$ cat config.mk
export PLATFORM = sky130hd
export DESIGN_NAME = nibble_serial_adder
export DESIGN_NICKNAME = d
export VERILOG_FILES = /design/src/rtl/nibble_serial_adder.sv
export SDC_FILE = /design/constraint.sdc
export NUM_CORES = 1
export LEC_CHECK = 0
export CAP_MARGIN = 25
export CORE_MARGIN = 1.5
export CORE_UTILIZATION = 44
export DETAILED_ROUTE_END_ITERATION = 7
export GPL_ROUTABILITY_DRIVEN = 1
export PLACE_DENSITY_LB_ADDON = 0.25
export SYNTH_ARGS = -nofsm -noshare
export SYNTH_HDL_FRONTEND = slang
export SYNTH_SLANG_ARGS = --single-unit
$ cat constraint.sdc
create_clock -name clk -period 2.5 [get_ports clk]
set_input_delay 0.5 -clock clk [delete_from_list [all_inputs] [get_ports clk]]
set_output_delay 0.5 -clock clk [all_outputs]
set_load 0.01 [all_outputs]
$ cat src/rtl/nibble_serial_adder.sv
// Multi-cycle WIDTH-bit adder: one CLA4 slice, one nibble per clock, LSB first.
// Define NIBBLE_SERIAL_ADDER_GROUP_PG_EN to add group propagate/generate outputs pg and gg.

module cla4 (
  input  logic [3:0] a,
  input  logic [3:0] b,
  input  logic       ci,
  output logic [3:0] s,
  output logic       co,
  output logic       pg,
  output logic       gg
);
  logic [3:0] p, g;
  logic [3:0] c;

  assign p = a ^ b;
  assign g = a & b;

  // Two-level lookahead; every carry is a flat sum of products of p/g and ci.
  assign c[0] = ci;
  assign c[1] = g[0] | (p[0] & ci);
  assign c[2] = g[1] | (p[1] & g[0]) | (p[1] & p[0] & ci);
  assign c[3] = g[2] | (p[2] & g[1]) | (p[2] & p[1] & g[0]) | (p[2] & p[1] & p[0] & ci);

  assign pg = &p;
  assign gg = g[3] | (p[3] & g[2]) | (p[3] & p[2] & g[1]) | (p[3] & p[2] & p[1] & g[0]);
  assign co = gg | (pg & ci);

  for (genvar i = 0; i < 4; i++) begin : g_sum
    assign s[i] = p[i] ^ c[i];
  end
endmodule

module nibble_serial_adder #(
  parameter int WIDTH = 16
) (
  input  logic             clk,
  input  logic             rst_n,
  input  logic             start,
  input  logic [WIDTH-1:0] a,
  input  logic [WIDTH-1:0] b,
  input  logic             ci,
  output logic             busy,
  output logic             done,
  output logic [WIDTH-1:0] sum,
  output logic             co,
`ifdef NIBBLE_SERIAL_ADDER_GROUP_PG_EN
  output logic             ovf,
  output logic             pg,
  output logic             gg
`else
  output logic             ovf
`endif
);
  localparam int NIB = WIDTH / 4;
  localparam int CW  = (NIB > 1) ? $clog2(NIB) : 1;

  if ((WIDTH % 4) != 0 || WIDTH < 8) begin : g_bad_width
    $error("nibble_serial_adder: WIDTH must be a multiple of 4 and >= 8");
  end

  typedef enum logic [1:0] {IDLE, RUN, DONE} state_t;

  state_t                state;
  logic [NIB-1:0][3:0]   a_lat, b_lat, sum_q;
  logic [CW-1:0]         cnt;
  logic                  carry;
  logic                  last;

  logic [3:0]            nib_a, nib_b, nib_s;
  logic                  nib_co, nib_pg, nib_gg;

  assign nib_a = a_lat[cnt];
  assign nib_b = b_lat[cnt];
  assign last  = (cnt == CW'(NIB - 1));
  assign sum   = sum_q;

  cla4 u_cla4 (
    .a  (nib_a),
    .b  (nib_b),
    .ci (carry),
    .s  (nib_s),
    .co (nib_co),
    .pg (nib_pg),
    .gg (nib_gg)
  );

`ifdef NIBBLE_SERIAL_ADDER_GROUP_PG_EN
  // Running group terms; folded into pg/gg on the final nibble only.
  logic pg_acc, gg_acc;

  always_ff @(posedge clk) begin
    if (!rst_n) begin
      pg_acc <= 1'b0;
      gg_acc <= 1'b0;
      pg     <= 1'b0;
      gg     <= 1'b0;
    end else begin
      case (state)
        IDLE: if (start) begin
          pg_acc <= 1'b1;
          gg_acc <= 1'b0;
        end
        RUN: begin
          pg_acc <= pg_acc & nib_pg;
          gg_acc <= nib_gg | (nib_pg & gg_acc);
          if (last) begin
            pg <= pg_acc & nib_pg;
            gg <= nib_gg | (nib_pg & gg_acc);
          end
        end
        default: ;
      endcase
    end
  end
`else
  logic unused_grp;
  assign unused_grp = nib_pg ^ nib_gg;
`endif

  always_ff @(posedge clk) begin
    if (!rst_n) begin
      state <= IDLE;
      cnt   <= '0;
      carry <= 1'b0;
      busy  <= 1'b0;
      done  <= 1'b0;
      sum_q <= '0;
      co    <= 1'b0;
      ovf   <= 1'b0;
    end else begin
      case (state)
        IDLE: begin
          if (start) begin
            a_lat <= a;
            b_lat <= b;
            carry <= ci;
            cnt   <= '0;
            busy  <= 1'b1;
            state <= RUN;
          end
        end
        RUN: begin
          // Result is overwritten in place; earlier nibbles of the last result stay visible.
          sum_q[cnt] <= nib_s;
          carry      <= nib_co;
          cnt        <= cnt + 1'b1;
          if (last) begin
            co    <= nib_co;
            ovf   <= (a_lat[NIB-1][3] == b_lat[NIB-1][3]) && (nib_s[3] != a_lat[NIB-1][3]);
            busy  <= 1'b0;
            done  <= 1'b1;
            state <= DONE;
          end
        end
        DONE: begin
          done  <= 1'b0;
          state <= IDLE;
        end
        default: state <= IDLE;
      endcase
    end
  end
endmodule

# == After elaboration in Yosys (flattened, before gate mapping) ==
# Index checks and enable logic that the tools add are counted.
# W data, S select, Z words.
# word_totals
reg_bits,57
output_inout_bits,20
inputBits,36
elab_cells,91
# op_classes
n_bitwise,31
mux,19
eq_ne,7
magnitude_cmp,2
n_reduce_logical,12
addsub,1
# ops
op,count
$bmux W4 S2,2
$bwmux W16,1
$and A1 B1 Y1,15
$mux W4,3
$or A1 B1 Y1,10
$demux W4 S2,1
$pmux W2 S2,2
$reduce_and A2 Y1,4
$mux W2,3
$pmux W1 S2,3
$reduce_and A3 Y1,2
$and A4 B4 Y4,1
$eq A2 B2 Y1 const B,2
$mux W1,4
$ne A2 B2 Y1 const B,2
$reduce_and A4 Y1,1
$reduce_bool A2 Y1,2
$xor A1 B1 Y1,4
$xor A4 B4 Y4,1
$lt A2 B3 Y1 const B,1
$add A2 B1 Y2 const B,1
$eq A2 B1 Y1 const B,1
$ge A2 B1 Y1 const B,1
$logic_and A1 B1 Y1,2
other kinds (3),3

# == Logic depth before layout (Yosys ltp) ==
# Gate-level depths: netlist of run 1.
# depth
ltp_word,10
mapped_depth,7
depth_no_buf,6

# == By module ==
# A second synthesis of run 1 with hierarchy kept.
# hier_totals
cells_unflattened,187
hier_area_um2,2461.1
# modules_own_cells
mod,seq_area_each_um2,area_per_inst_um2,instances,cells_per_inst
nibble_serial_adder,1461.4,2267.2,1,165
cla4,0.0,193.9,1,22

# == Worst setup path after synthesis of run 1 ==
# No wires, ideal clock.
# synth_path
kind,reg2reg
startpoint,register cnt[0]
endpoint,register ovf
required_time_ns,2.426
path_stages_with_launch,8
setup_ns,0.074
path_buffers,1
t_arrival_ns,2.346
period_less_slack_ns,2.420
setup_slack_ns,0.080
cell_sequence,dfxtp_1 > buf_2 > mux4_2 > ha_1 > a211oi_2 > o21ai_0 > a31o_2 > a31oi_1
# synth_via
elab_chain_len,10
elab_cells_between_ends,19
cone_classes,eq/ne: 2; mux: 4; bitwise: 11; reduce/logical: 2
# synth_rtl
item,line_no,source
"start, declared",66,logic [CW-1:0] cnt;
"start signal, assigned",147,cnt <= cnt + 1'b1;
$bmux W4 S2 (on tied branches),"73, 74",
$mux W4 (on tied branches),"73, 74",
$xor A4 B4 Y4 / $and A4 B4 Y4 (equally long branches),"16, 17",
$and A1 B1 Y1,23,assign c[3] = g[2] | (p[2] & g[1]) | (p[2] & p[1] & g[0]) | (p[2] & p[1] & p[0] & ci);
$or A1 B1 Y1 / $and A1 B1 Y1 (equally long branches) (2 in series),23,
$or A1 B1 Y1,23,
$xor A1 B1 Y1,30,assign s[i] = p[i] ^ c[i];
$ne A1 B1 Y1,150,ovf <= (a_lat[NIB-1][3] == b_lat[NIB-1][3]) && (nib_s[3] != a_lat[NIB-1][3]);
$logic_and A1 B1 Y1,150,
"end signal, assigned",150,
"end, declared",52,output logic ovf
# Parallel ways exist; a longest one is shown, timed or not. The select of a mux whose other input is x is not followed.
# A chain may end at the register's enable or synchronous reset.

# == Final worst setup path of run 1 ==
# Ends and elaborated chain as after synthesis.

==> results of run 1 <==
## power by group
group          internal, mW  total [mW]  leakage [nW]  switching [mW]
Sequential             1.03        1.05         0.501          0.0192
Combinational         0.153       0.283         0.545           0.130
Clock                 0.449       0.779        0.0898           0.331
Total                  1.63        2.11          1.14           0.480
## sequential cells by signal (all words and copies together), names as in the netlist
register	flops
a_lat	16
b_lat	16
busy	1
carry	1
cnt	2
co	1
done	1
ovf	1
state	2
sum	16
## tightest hold or removal path: stages (launching register included)
cell	delay [ns]
dfxtp_1	0.30
nand2_1	0.05
a21oi_1	0.05
## cell usage in the layout, fill, tap and decap left out, types with 2 or more instances in the layout
cell / Yosys / final
nand3b_1: 3 / 3
or3_1: 4 / 4
nand4_1: 3 / 3
dfxtp_2: 0 / 2
nand4b_1: 3 / 3
o21ai_1: 1 / 2
a21o_1: 2 / 2
inv_1: 7 / 7
a31oi_1: 2 / 2
nand3_1: 3 / 3
nand2_1: 15 / 15
clkdlybuf4s50_1: 0 / 55
a31o_2: 2 / 2
o21ai_0: 4 / 3
a21oi_1: 20 / 20
clkbuf_8: 0 / 9
ha_1: 8 / 8
dfxtp_1: 25 / 23
and2_1: 2 / 2
a211oi_2: 2 / 2
edfxtp_1: 32 / 32
mux4_2: 8 / 8
buf_4: 1 / 7
nor2_1: 19 / 19
clkinv_1: 0 / 3
clkbuf_1: 3 / 2
## final cells by class
| type | instances | area (um^2) |
|---|---|---|
| clock buffer | 11 | 131 |
| fill | 442 | 1930 |
| sequential | 57 | 1460 |
| clock inverter | 5 | 46.3 |
| inverter | 7 | 26.3 |
| tap | 70 | 87.6 |
| timing repair buffer | 63 | 623 |
| multi-input combinational | 112 | 828 |
## path summary, 6_finish.rpt
check | end | startpoint | cells after the start
setup / recovery | ovf$_SDFFE_PN0P_ | cnt[0]$_SDFFE_PN0P_ | 8
hold / removal | sum[3]$_SDFFE_PN0P_ | sum[3]$_SDFFE_PN0P_ | 2
setup reg to reg | ovf$_SDFFE_PN0P_ | cnt[0]$_SDFFE_PN0P_ | 8
hold reg to reg | sum[3]$_SDFFE_PN0P_ | sum[3]$_SDFFE_PN0P_ | 2
## per-layer routing
layer  vias to the layer above  wire length (um)  global-route usage [%]
li1                        809                 -                       -
met1                       731              1980                    20.3
met2                        57              1990                    24.2
met3                        13               233                    4.31
met4                         0               119                    10.2
met5                         -                 0                       0
## synth_stat cells
library cell	count	share of area, %
nand3b_1	3	0.96
nand2_4	1	0.48
a31oi_1	2	0.53
clkbuf_1	3	0.48
and2_1	2	0.53
a22oi_1	1	0.32
buf_6	1	0.48
nor3b_1	1	0.32
fa_1	1	0.85
mux4_2	8	7.7
a211oi_1	1	0.32
inv_1	7	1.1
edfxtp_1	32	41
o21a_1	1	0.32
or2b_1	1	0.32
a31o_2	2	0.75
o21ai_1	1	0.21
nand4_1	3	0.80
xnor2_1	1	0.37
nand2_1	15	2.4
a21o_1	2	0.64
or3_1	4	1.1
nand3_1	3	0.64
ha_1	8	4.3
a21oi_2	1	0.37
a21oi_1	20	4.3
a211oi_2	2	1.1
nor2b_4	1	0.59
nor3_1	1	0.21
dfxtp_1	25	21
buf_4	1	0.32
o21ai_0	4	0.85
nand4b_1	3	1.1
nor2_1	19	3.0
buf_2	1	0.21
## logic make-up (layout without fill, tap and decap cells)
group | Yosys count | after routing | share of synthesized area (%)
buffers and inverters | 13 | 86 | 2.61
xor gates and xnor gates | 1 | 1 | 0.373
and+or+nand+nor | 57 | 57 | 12.5
DFF | 57 | 57 | 62.2
muxes | 8 | 8 | 7.66
AOI/OAI and AO/OA | 37 | 37 | 9.63
adders and majority gates | 9 | 9 | 5.11
## what timing repair did
item | CTS | global route
endpoints found under the setup margin | 0 | 9
gates resized for setup | 0 | 3
hold buffers | 0 | 0
## per-stage QoR
stage	std cells	hold WS, ns
after floorplan	182	0.481
after global placement	309	0.444
after detailed placement	309	0.449
after CTS	325	0.456
after global routing	325	0.477
final	325	0.452
==> out/metrics.cfg, run 1 <==
[die]
dieArea_mm2=0.00579
rows=26
die_h_um=76.1
ioPinCount=56
die_x_um=76.1
start_util_pct=45.7
core_mm2=0.00514

[drt]
wl_um=4320
drt_first_pass_iters=4
viasPerCell=4.95
num_vias=1610
wl_per_cell_um=13.3
drtAntennaViolNets=0
drt-initial-drc-count=106
drc=0

[timing]
rsz0062_at_grt=false
period_minus_slack_ns=2.25
final.setup.tns_ns=0
fin_worst_skew_ns=0.00573
maxClockFrequency_mhz=444
worst_pin_slew_ns=0.437
finalWorstSetupSlack_ns=0.247
finalSetupViolCount=0
max_slew_margin_pct=70.7
slew_violations=0
hold_viol=0
period_share_pct=90.1

[global_routing]
grt_max_degree=33
grt_pass1_wl_um=7070
antenna_found_initial=0
grt_pass1_vias=1580
grt_usage_pct=16.0
grt.overflow.total=0

[min_path]
hold_path_class=flop to flop

[pwr]
power.total_mw=2.11
power_leakage_nw=1.14
max-vdd-ir-drop_uv=393
p_per_area_mw_per_mm2=659

[clock_network]
cts-buffers-inserted=9
cts_buffer_depth=2
clock-sinks=57
cts_tree=done
cts_setup_buffers=0
clock_latency_ns=0.33
root_buffer=clkbuf_8
cts_htree_levels=3
clkTransAtPathRegs_ns=0.06

[yosys]
synth.cell_area_mm2=0.00235
yosysWarnings=0
ys_types=35
syn_nets=227
synth_seq_cells=57
synth_area_per_cell_um2=12.9
synth_seq_area_share_pct=62.2
syn_inst=182

[place]
pre_cts_slack_ns=0.132
placed_area_mm2=0.00303
io_buffers=55
finalWeightedCongestion=0.771
place_hpwl_um=3190

[setup_path]
slowest_delay_ns=0.48
path_cells=buf_4 > buf_4 > mux4_2 > ha_1 > nor2_1 > o21ai_1 > a31o_2 > a31oi_1
slowest_stage=mux4_2
worstPathArrival_ns=2.50
path_buf_inv=2
cp-start-kind=flop
cp_max_fo=5
criticalPathCategory=flop to flop
end_kind=flop
crit_top_cell=buf_4
critPathTopFamily=compound AO/OA/AOI/OAI gates
r2r_slack_ns=0.25
cp.required_ns=2.75

[outcome]
status=finished clean

[cells_and_area]
fin_nets=295
syn_to_final_growth_pct=36.4
fin_area_mm2=0.00321
drive_above_1_share_pct=14.1
diodes=0
utilization_pct=62.4

[job]
maxCapViolations=0

(Power assumes the default switching activity.)
==> inputs of run 2 (changes only) <==
- ABC_AREA: not set -> 1
==> run 2 against run 1 <==
Compared with the run above: critical path depth grew 3; total power grew 6.1%; synthesized cell count grew 23%; global-route usage grew 0.66 points; flip-flop and latch count is the same; clock skew grew 0.0053 ns; largest power group unchanged.
==> out/metrics.cfg, run 2 <==
[pwr]
max-vdd-ir-drop_uv=418  ; was 393 uV
p_per_area_mw_per_mm2=695  ; was 659 mW/mm^2
power_leakage_nw=1.29  ; was 1.14 nW

[clock_network]
cts-resized-gates=0  ; unchanged
clock_latency_ns=0.35  ; was 0.33 ns
cts_tree=done  ; unchanged
cts_setup_buffers=0  ; unchanged
cts-buffers-inserted=9  ; unchanged
clock-sinks=57  ; unchanged
clkTransAtPathRegs_ns=0.07  ; was 0.06 ns
root_buffer=clkbuf_8  ; unchanged
cts_htree_levels=3  ; unchanged
hold_buffers=0  ; unchanged
cts_buffer_depth=2  ; unchanged

[global_routing]
grt.overflow.total=0  ; unchanged
grt_max_degree=34  ; was 33
grt_pass1_wl_um=7480  ; was 7070 um
grt_pass1_vias=1631  ; was 1580
antenna_found_initial=0  ; unchanged
grt_usage_pct=16.6  ; was 16.0%

[cells_and_area]
layout_commonest_cell=clkdlybuf4s50_1  ; unchanged
fin_nets=333  ; was 295
mostFrequentLayoutCells=clkdlybuf4s50_1 (55), edfxtp_1 (32), inv_1 (28)  ; was clkdlybuf4s50_1 (55), edfxtp_1 (32), dfxtp_1 (23)
diodes=0  ; unchanged
regArea_mm2=0.00146  ; about the same
drive_above_1_share_pct=10.2  ; was 14.1%
multi_input_area_um2=783  ; was 828 um^2
syn_to_final_growth_pct=35.5  ; was 36.4%
stdcell_count=363  ; was 325
fill_cells=430  ; was 442
utilization_pct=62.4  ; about the same

[place]
place_hpwl_um=3180  ; was 3190 um
io_buffers=55  ; unchanged
dp.cells=347  ; was 309
finalWeightedCongestion=0.836  ; was 0.771

[timing]
worst_pin_slew_ns=0.411  ; was 0.437 ns
fin_worst_skew_ns=0.0110  ; was 0.00573 ns
maxClockFrequency_mhz=465  ; was 444 MHz
period_share_pct=85.9  ; was 90.1%
timing.hold.ws_ns=0.481  ; was 0.452 ns
period_minus_slack_ns=2.15  ; was 2.25 ns
max_slew_margin_pct=72.6  ; was 70.7%
finalSetupViolCount=0  ; unchanged
slew_violations=0  ; unchanged
rsz0062_at_grt=false  ; unchanged
hold_viol=0  ; unchanged
final.setup.tns_ns=0  ; unchanged

[drt]
drc=0  ; unchanged
wl_um=4440  ; was 4320 um
drt_first_pass_iters=4  ; unchanged
drt-initial-drc-count=53  ; was 106
wl_per_cell_um=12.2  ; was 13.3 um
num_vias=1741  ; was 1610
drtAntennaViolNets=0  ; unchanged
viasPerCell=4.80  ; was 4.95

[setup_path]
r2r_cells=11  ; was 8
end_kind=flop  ; unchanged
cp-start-kind=flop  ; unchanged
slowest_stage=dfxtp_1  ; was mux4_2
criticalPathCategory=flop to flop  ; unchanged
cp.required_ns=2.75  ; about the same
worstPathArrival_ns=2.40  ; was 2.50 ns
path_cells=inv_1 > o21ai_0 > o22ai_1 > ha_1 > or2_0 > nand2_1 > nand3_1 > nand3_1 > nand3_1 > nand2_1 > inv_1  ; was buf_4 > buf_4 > mux4_2 > ha_1 > nor2_1 > o21ai_1 > a31o_2 > a31oi_1
cp_max_fo=10  ; was 5
slowest_delay_ns=0.46  ; was 0.48 ns
reg2reg_to=ovf$_SDFFE_PN0P_  ; unchanged
r2r_slack_ns=0.35  ; was 0.25 ns
r2r-start=cnt[0]$_SDFFE_PN0P_  ; unchanged
crit_top_cell=nand3_1  ; was buf_4

[yosys]
ys.flop_type=edfxtp_1  ; unchanged
synth_top_area_cell=edfxtp_1  ; unchanged
synth_enable_flop_cells=32  ; unchanged
ys_types=30  ; was 35
syn_inst=223  ; was 182
ys_top_cells_by_area=edfxtp_1 (40%), dfxtp_1 (21%), o21ai_0 (5.7%)  ; was edfxtp_1 (41%), dfxtp_1 (21%), mux4_2 (7.7%)
syn_nets=268  ; was 227
yosysWarnings=0  ; unchanged
async_flop_share_pct=0  ; unchanged
synth_top_area_share_pct=40.3  ; was 40.9%
synth_common_cells=edfxtp_1 (32), inv_1 (28), o21ai_0 (27), dfxtp_1 (25), nand2_1 (20)  ; was edfxtp_1 (32), dfxtp_1 (25), a21oi_1 (20), nor2_1 (19), nand2_1 (15)
synth_area_per_cell_um2=10.7  ; was 12.9 um^2
synth.cell_area_mm2=0.00238  ; was 0.00235 mm^2
synth_seq_area_share_pct=61.3  ; was 62.2%
yosysMostFrequentCell=edfxtp_1  ; unchanged
synth_seq_cells=57  ; unchanged

[min_path]
hold_path_class=flop to flop  ; unchanged
holdPathEnd=done$_SDFFE_PN0P_  ; was sum[3]$_SDFFE_PN0P_
worstHoldStart=done$_SDFFE_PN0P_  ; was sum[3]$_SDFFE_PN0P_
hold_path_depth=2  ; unchanged

[job]
maxCapViolations=0  ; unchanged

[die]
die_x_um=76.6  ; was 76.1 um
die_h_um=76.6  ; was 76.1 um
ioPinCount=56  ; unchanged
rows=26  ; unchanged
start_util_pct=46.1  ; was 45.7%
dieArea_mm2=0.00586  ; was 0.00579 mm^2
core_mm2=0.00517  ; was 0.00514 mm^2

[outcome]
status=finished clean  ; unchanged

## run 2: cell families after synthesis
logic type	Yosys count	share of synthesized area, %
AOI/OAI and AO/OA	60	14.3
xor gates and xnor gates	2	0.735
adders and majority gates	9	5.04
buffers and inverters	35	5.88
DFF	57	61.3
and+or+nand+nor	60	12.7
## run 2: critical path, delay by kind of cell (launching register included)
kind                       cells  cell delay (ns)
AOI/OAI and AO/OA              2             0.31
adders and majority gates      1             0.34
buffers and inverters          2             0.21
DFF                            1             0.46
and+or+nand+nor                6             0.75
## run 2: power breakdown
group	internal, mW	leakage, nW	switching [mW]
Clock	0.475	0.107	0.372
Sequential	1.04	0.500	0.0200
Combinational	0.154	0.686	0.187
Total	1.67	1.29	0.579
## run 2: how the worst max path moves through the flow
stage	start	to	slack (ns)	cells after the start
final	cnt[0]$_SDFFE_PN0P_	ovf$_SDFFE_PN0P_	0.35	11
after global routing	cnt[0]$_SDFFE_PN0P_	sum[6]$_SDFFE_PN0P_	0.12	10
after CTS	cnt[0]$_SDFFE_PN0P_	sum[10]$_SDFFE_PN0P_	0.33	10
after detailed placement	cnt[0]$_SDFFE_PN0P_	sum[2]$_SDFFE_PN0P_	0.35	10
after global placement	cnt[0]$_SDFFE_PN0P_	sum[10]$_SDFFE_PN0P_	0.37	10
after floorplan	rst_n	a_lat[0]$_DFFE_PP_	0.09	2
## run 2: cell type report
type	count	area share (%)
clock buffers	12	5.50
clock inverters	4	0.659
inverters	29	3.37
multi-input cells	131	24.3
flip-flops and latches	57	45.3
well taps	70	2.71
repair buffers	60	18.2
## run 2: per-layer routing
layer	global-route usage, %	up-vias	wire length [um]
met2	26.3	46	2020
met3	3.71	12	235
met1	21.0	779	2100
met5	0	-	0
li1	-	904	-
met4	9.44	0	80
## run 2: metrics by stage
stage	cell area, um^2	worst slack, ns	power [mW]
5_1_grt	3230	0.117	2.34
6_report	3230	0.351	2.24
3_5_place_dp	3030	0.350	1.42
3_3_place_gp	3030	0.374	1.41
2_1_floorplan	2380	0.0888	1.28
4_1_cts	3230	0.332	2.26
